[config.mk]
export PLATFORM = sky130hd
export DESIGN_NAME = demux4_router
export DESIGN_NICKNAME = d
export VERILOG_FILES = /design/src/rtl/demux4_router.sv
export SDC_FILE = /design/constraint.sdc
export NUM_CORES = 1
export LEC_CHECK = 0
export CAP_MARGIN = 20
export CELL_PAD_IN_SITES_DETAIL_PLACEMENT = 0
export CELL_PAD_IN_SITES_GLOBAL_PLACEMENT = 2
export CORE_MARGIN = 5
export CORE_UTILIZATION = 31
export CTS_CLUSTER_DIAMETER = 50
export DETAILED_ROUTE_END_ITERATION = 6
export HOLD_SLACK_MARGIN = 0.12
export PLACE_DENSITY_LB_ADDON = 0.15
export REMOVE_ABC_BUFFERS = 1
export SLEW_MARGIN = 20
export SYNTH_ARGS = -nofsm -noshare
export SYNTH_HDL_FRONTEND = slang
export SYNTH_SLANG_ARGS = --single-unit
[constraint.sdc]
create_clock -name clk_i -period 2.2 [get_ports clk_i]
set_input_delay 0.44 -clock clk_i [delete_from_list [all_inputs] [get_ports clk_i]]
set_output_delay 0.44 -clock clk_i [all_outputs]
set_load 0.1 [all_outputs]
[src/rtl/demux4_router.sv]
// demux4_router
//   Registered 1-to-4 demultiplexer. Each accepted input word goes into the
//   single-entry holding register of the selected channel, or into all four
//   channels when broadcast_i is set. Each holding register has its own
//   valid/ready output handshake.
//
// Ports
//   clk_i                 system clock, rising edge
//   reset_ni              asynchronous active-low reset
//   valid_i / ready_o     input stream handshake (ready_o is combinational)
//   select_i              destination channel 0..3, used only when a word is accepted
//   broadcast_i           write the word to all four channels; select_i is ignored
//   data_i                input word
//   dataK_o / validK_o    holding register contents and occupancy of channel K
//   readyK_i              consumer K takes the word this cycle
module demux4_router #(
  parameter int DATA_WIDTH  = 16,
  parameter int SELECT_SIZE = 2
) (
  input  logic                   clk_i,
  input  logic                   reset_ni,
  input  logic                   valid_i,
  output logic                   ready_o,
  input  logic [SELECT_SIZE-1:0] select_i,
  input  logic                   broadcast_i,
  input  logic [DATA_WIDTH-1:0]  data_i,
  output logic [DATA_WIDTH-1:0]  data0_o,
  output logic [DATA_WIDTH-1:0]  data1_o,
  output logic [DATA_WIDTH-1:0]  data2_o,
  output logic [DATA_WIDTH-1:0]  data3_o,
  output logic                   valid0_o,
  output logic                   valid1_o,
  output logic                   valid2_o,
  output logic                   valid3_o,
  input  logic                   ready0_i,
  input  logic                   ready1_i,
  input  logic                   ready2_i,
  input  logic                   ready3_i
);

  logic                  slot_vld  [4];
  logic [DATA_WIDTH-1:0] slot_data [4];

  logic [3:0] rdy;
  logic [3:0] vld;
  logic [3:0] free;
  logic [3:0] drain;
  logic [3:0] load;
  logic       acc;

  assign rdy = {ready3_i, ready2_i, ready1_i, ready0_i};
  assign vld = {slot_vld[3], slot_vld[2], slot_vld[1], slot_vld[0]};

  // A slot can take a new word if it is empty or its current word leaves
  // this same cycle, which gives one word per cycle per channel.
  assign free  = ~vld | rdy;
  assign drain = vld & rdy;

  // Broadcast is all-or-nothing, so it needs every slot free at once.
  // ready_o deliberately ignores valid_i so that it never depends on it.
  always_comb begin
    ready_o = 1'b0;
    if (broadcast_i) ready_o = &free;
    else             ready_o = free[select_i];
  end

  assign acc = valid_i & ready_o;

  always_comb begin
    load = 4'b0000;
    if (acc) begin
      if (broadcast_i) load = 4'b1111;
      else             load = 4'b0001 << select_i;
    end
  end

  // Each slot is an independent EMPTY/FULL holding register. A load takes
  // priority over a drain in the same cycle; data changes only on a load.
  for (genvar k = 0; k < 4; k++) begin : g_slot
    always_ff @(posedge clk_i or negedge reset_ni) begin
      if (!reset_ni) begin
        slot_vld[k]  <= 1'b0;
        slot_data[k] <= '0;
      end else if (load[k]) begin
        slot_vld[k]  <= 1'b1;
        slot_data[k] <= data_i;
      end else if (drain[k]) begin
        slot_vld[k]  <= 1'b0;
      end
    end
  end

  assign data0_o  = slot_data[0];
  assign data1_o  = slot_data[1];
  assign data2_o  = slot_data[2];
  assign data3_o  = slot_data[3];
  assign valid0_o = slot_vld[0];
  assign valid1_o = slot_vld[1];
  assign valid2_o = slot_vld[2];
  assign valid3_o = slot_vld[3];

endmodule

-- Word-level counts from Yosys, hierarchy flattened
Index checks and enable logic that the tools add are counted.
- input bits: 26
- output and inout bits: 69
- logic and storage cells: 32
- bits in registers: 68
- shift operators: 1
- bitwise gates (word level): 4
- reduce and logical (&&, ||, !) cells: 5
- mux-type cells: 13
- magnitude comparators: 1
- operators by type and width (kind ; number):
    2-to-1 mux 1 bit ; 10
    2-to-1 mux 4 bit ; 2
    nonzero test 2 bit ; 4
    AND 4 bit ; 1
    NOT 4 bit ; 1
    bitwise OR 4 bit ; 1
    AND reduction 4 bit ; 1
    left shift 1 x 2 -> 4 bit (first input constant) ; 1
    < comparator 2 x 3 -> 1 bit (second input constant) ; 1
    binary-select mux 1 bit (select 2 bit) ; 1
    AND 1 bit ; 1

-- Longest topological paths before layout
- depth after elaboration: 8
- mapped depth: 5
- gate-level depth less buffers: 4

-- Worst setup path before layout
No wires, ideal clock.
- path type: register to output
- from: register slot_vld (netlist bit valid3_o)
- to: output ready_o
- arrival: 3.385 ns
- buffers on the path: 0
- stages on the path, launching flop included: 4
- data required time: 1.760 ns
- slack: -1.625 ns
- path through: dfrtp_1 -> or2b_2 -> o221ai_4 -> nor3_1
- cells in the longest elaborated chain, start to end: 5
- elaborated cells on any way between the ends: 6
- those cells by class: mux (3); bitwise (2); reduce/logical (1)
- ends and longest elaborated chain (item ; line ; source):
    from (decl) ; 41 ; logic slot_vld [4];
    from (signal, indexed assignment) ; 82 ; slot_vld[k] <= 1'b0;
    from (signal, indexed assignment) ; 85 ; slot_vld[k] <= 1'b1;
    from (signal, indexed assignment) ; 88 ; slot_vld[k] <= 1'b0;
    NOT 4 bit * ; 56 ; assign free = ~vld | rdy;
    bitwise OR 4 bit * ; 56 ;
    binary-select mux 1 bit (select 2 bit) ; 64 ; else ready_o = free[select_i];
    2-to-1 mux 1 bit (not written as such) ; 64 ;
    2-to-1 mux 1 bit * ; 63 ; if (broadcast_i) ready_o = &free;
    to (decl) ; 23 ; output logic ready_o,
Mark *: on every way between the ends. The rest lies on a longest branch, timed or not. The select of a mux whose other input is x is not followed.

-- Final worst setup path
- from: input broadcast_i
- to: output ready_o
- cells in the longest elaborated chain, start to end: 1
- ends and longest elaborated chain (item ; line ; source):
    from (decl) ; 25 ; input logic broadcast_i,
    2-to-1 mux 1 bit ; 63 ;
No other way between the ends.

==> results list <==
- Finish-stage setup viols: 0
- Hold path cells: 3
* I/O pin cnt: between 90 and 100
- Proportion of synthesized flip-flops having asynchronous set or reset: 100%
* Most frequently used cell type in the post-synthesis netlist: sky130_fd_sc_hd__dfrtp_1
- Traced cell by cell, the critical path runs through clkdlybuf4s50_1 -> o21ba_4 -> o221ai_4 -> nor3_2 -> buf_4 -> buf_12.
* Post-synthesis register bit count: 68
- Share of the synthesized area in the top cell type: slightly below 60%
- The number of global-route vias before repair came to 1971.
- Cells after synthesis: around 160
- Setup repair after global routing left no endpoint under its margin.
- TritonCTS built the clock tree.
- The slowest stage of the critical path is the sky130_fd_sc_hd__clkdlybuf4s50_1 cell.
- Global routing consumed, over all layers together, 12.7% of the routing resources.
- Bufs on Longest Clock Path: 2
- Kind of critical path: in2out
- Mean cell area of the mapped netlist: 17.6 um2
- The total overflow left after global routing is 0.
- The total count of max-transition violations in the final report is 0.
- Worst Hold Path EP: valid3_o
* Status: completed
* Die Outline Area: 11400 um2
- The worst register-to-register path begins at valid3_o.
- Non-Filler Cell Area, Final: 4260 um2
- Unique cell type count in the Yosys netlist: 20
* Placed cell count: approximately 380
- The H-tree was split into 3 levels.
- The cell area that synthesis handed to floorplanning was 2890 um2.
- Post-DP HPWL: roughly 4.8 mm
* Worst skew pair latency: 0.34 ns
* Final wirelength: 6.87 mm
- Required time reported for the critical path endpoint: between 1.5 and 2 ns
* Hold slack final: 0.431 ns
- The tree is rooted in a sky130_fd_sc_hd__clkbuf_8.
- Library cell occupying the most area in the post-synthesis netlist: sky130_fd_sc_hd__dfrtp_1
- The die is 107 um wide.
- After the first detailed-routing iteration, the DRC count stood at 28.
- Number of vias per cell: 4.43
- After clock tree synthesis, the clock-pin slew on the worst setup and hold paths is roughly 0.060 ns.
- Cell row count: 35
- Worst slew pin tran: about 0.37 ns
* Remaining routing DRC violations: 0
* Inserted Diodes: 0
* Wire length of the first global-routing pass: approximately 11 mm
- Min-Delay Startpoint: ready3_i
* Most used flip-flop cell after synthesis: sky130_fd_sc_hd__dfrtp_1
- Dividing the detail-routed wire length by the instance count gives 17.2 um.
- Total core area: 9150 um2
- Critical Path Max Stage Delay: approximately 0.44 ns
- Area after DPL: approximately 4000 um2
* Hold violation total from the final report: 0
* Register area share after synthesis: 58.8%
- The worst setup path is captured at an output pin.
- Compared with the post-synthesis result, the final layout area differs by 47.1%.
- The routed layout has about 1.8k vias.
- Number of antenna violations at the first check in global routing: 0
- The worst register-to-register path has a setup slack of ~0.22 ns.
- Worst Hold Class: in2reg
- Starting Density: between 30% and 40%
- Based on the critical path, the design can be clocked at up to 0.464 GHz.
- Largest net degree at the start of global routing: between 60 and 70
* Critical path arrival: 1.72 ns
* Startpoint type of the worst setup path: primary input
- Across the run, the number of max-cap violations was 0.
- Of the cells placed in the final design, the portion with a size suffix greater than 1 is between 60% and 70%.
- For this run, the number of Yosys warnings is 0.
- Yosys mapped a number of flops with a built-in enable equal to 0.
- Input and output buffers added on the ports amount to 94.
- The pre-antenna-repair detailed-routing pass consisted of 3 iterations.
- Worst reg2reg path depth: 7
- Final Skew: slightly below 0.009 ns
- For this run, the post-layout net count is between 300 and 400.
* Relative max-transition margin: 75.3%
* Number of standard cells in the layout, taps in and fillers out: 400
- In this run, CTS created clock tree buffers numbering 9.
- Along the worst path, the maximum fanout reaches 2.
- At the end of routability-driven placement, the weighted congestion stood at between 0.6 and 0.7.
- Most frequent cells after synthesis: sky130_fd_sc_hd__dfrtp_1, sky130_fd_sc_hd__mux2_4, sky130_fd_sc_hd__mux2_2
* Count of nets left with antenna violations after detail routing: 0
- DIE HEIGHT: roughly 110 um
- The smallest clock period supported by the final layout is computed as between 2 and 2.5 ns.
- Ranked by total cell area, the synthesized netlist is headed by sky130_fd_sc_hd__dfrtp_1, sky130_fd_sc_hd__mux2_4, sky130_fd_sc_hd__mux2_2.
- CTS sink count: between 60 and 70
* R2r endpoint: data2_o[2]
- Part of the cycle the worst path needs: 98.0%
repair_timing:
item                       4_1_cts  5_1_grt
hold endpoints to repair         1        0
setup buffers                    0        2
setup endpoints to repair        1        1
hold buffers                     1        0
resized for setup                9        4
pin swaps                        1        1
final cells by class:
type,count,area [um2]
well taps,111,139
repair buffers,115,1020
fillers,808,4900
flip-flops and latches,68,1700
clock buffers,12,155
inverters,5,20.0
clock inverters,2,35.0
multi-input cells,87,1180
critical path, delay by kind of cell:
kind                   cells  cell delay, ns
AOI/OAI and AO/OA          2            0.36
and+or+nand+nor            1            0.17
buffers and inverters      3            0.74
per-layer routing:
| metal | vias to the layer above | GRT usage, % | part of all wire, % |
|---|---|---|---|
| li1 | 836 | - | - |
| met1 | 879 | 16.8 | 46 |
| met2 | 47 | 19.2 | 47 |
| met3 | 10 | 5.06 | 5.2 |
| met4 | 0 | 3.56 | 1.6 |
| met5 | - | 0 | 0 |
flip-flops by register name (all words and copies together), names as in the netlist:
register and count:
data0_o 16, data1_o 16, data2_o 16, data3_o 16, valid0_o 1, valid1_o 1
valid2_o 1, valid3_o 1
cell usage in the layout, fill, tap and decap left out, drive strengths merged:
cell type / n
buf: 90
dfrtp: 68
mux2: 64
clkdlybuf4s50: 21
clkbuf: 12
inv: 4
a21o: 4
nand2b: 4
a221oi: 3
or2b: 2
clkinv: 2
a21oi: 2
dlygate4sd2: 2
o21ba: 1
nand2: 1
nand4bb: 1
o221ai: 1
nor3: 1
o211ai: 1
nand4: 1
a211oi: 1
bufinv: 1
dlygate4sd3: 1
dlymetal6s2s: 1
cells by family after synthesis:
kind of cell | count (synthesis) | synth area share, %
simple gates | 10 | 2.98
mux | 64 | 29.2
buf+inv | 9 | 2.21
flops | 68 | 58.8
compound gates | 13 | 6.79
through the flow:
stage,utilization (%),TNS (ns),setup WS (ns)
after floorplan,-,-21.32,-1.63
after global placement,43.5,-12.58,-0.225
after detailed placement,43.5,-11.97,-0.234
after CTS,46.2,0,0.00572
after global routing,46.5,0,0.000720
final,46.5,0,0.0440
how the worst max path moves through the flow:
| stage | startpoint | to |
|---|---|---|
| final | broadcast_i | ready_o |
| after global routing | broadcast_i | data2_o[2] |
| after CTS | broadcast_i | ready_o |
| after detailed placement | select_i[1] | data2_o[3] |
| after global placement | select_i[0] | data2_o[3] |
| after floorplan | valid3_o | ready_o |
Power is not shown: default switching activity piles up to over one toggle a cycle in this logic, so the estimate is an artifact.
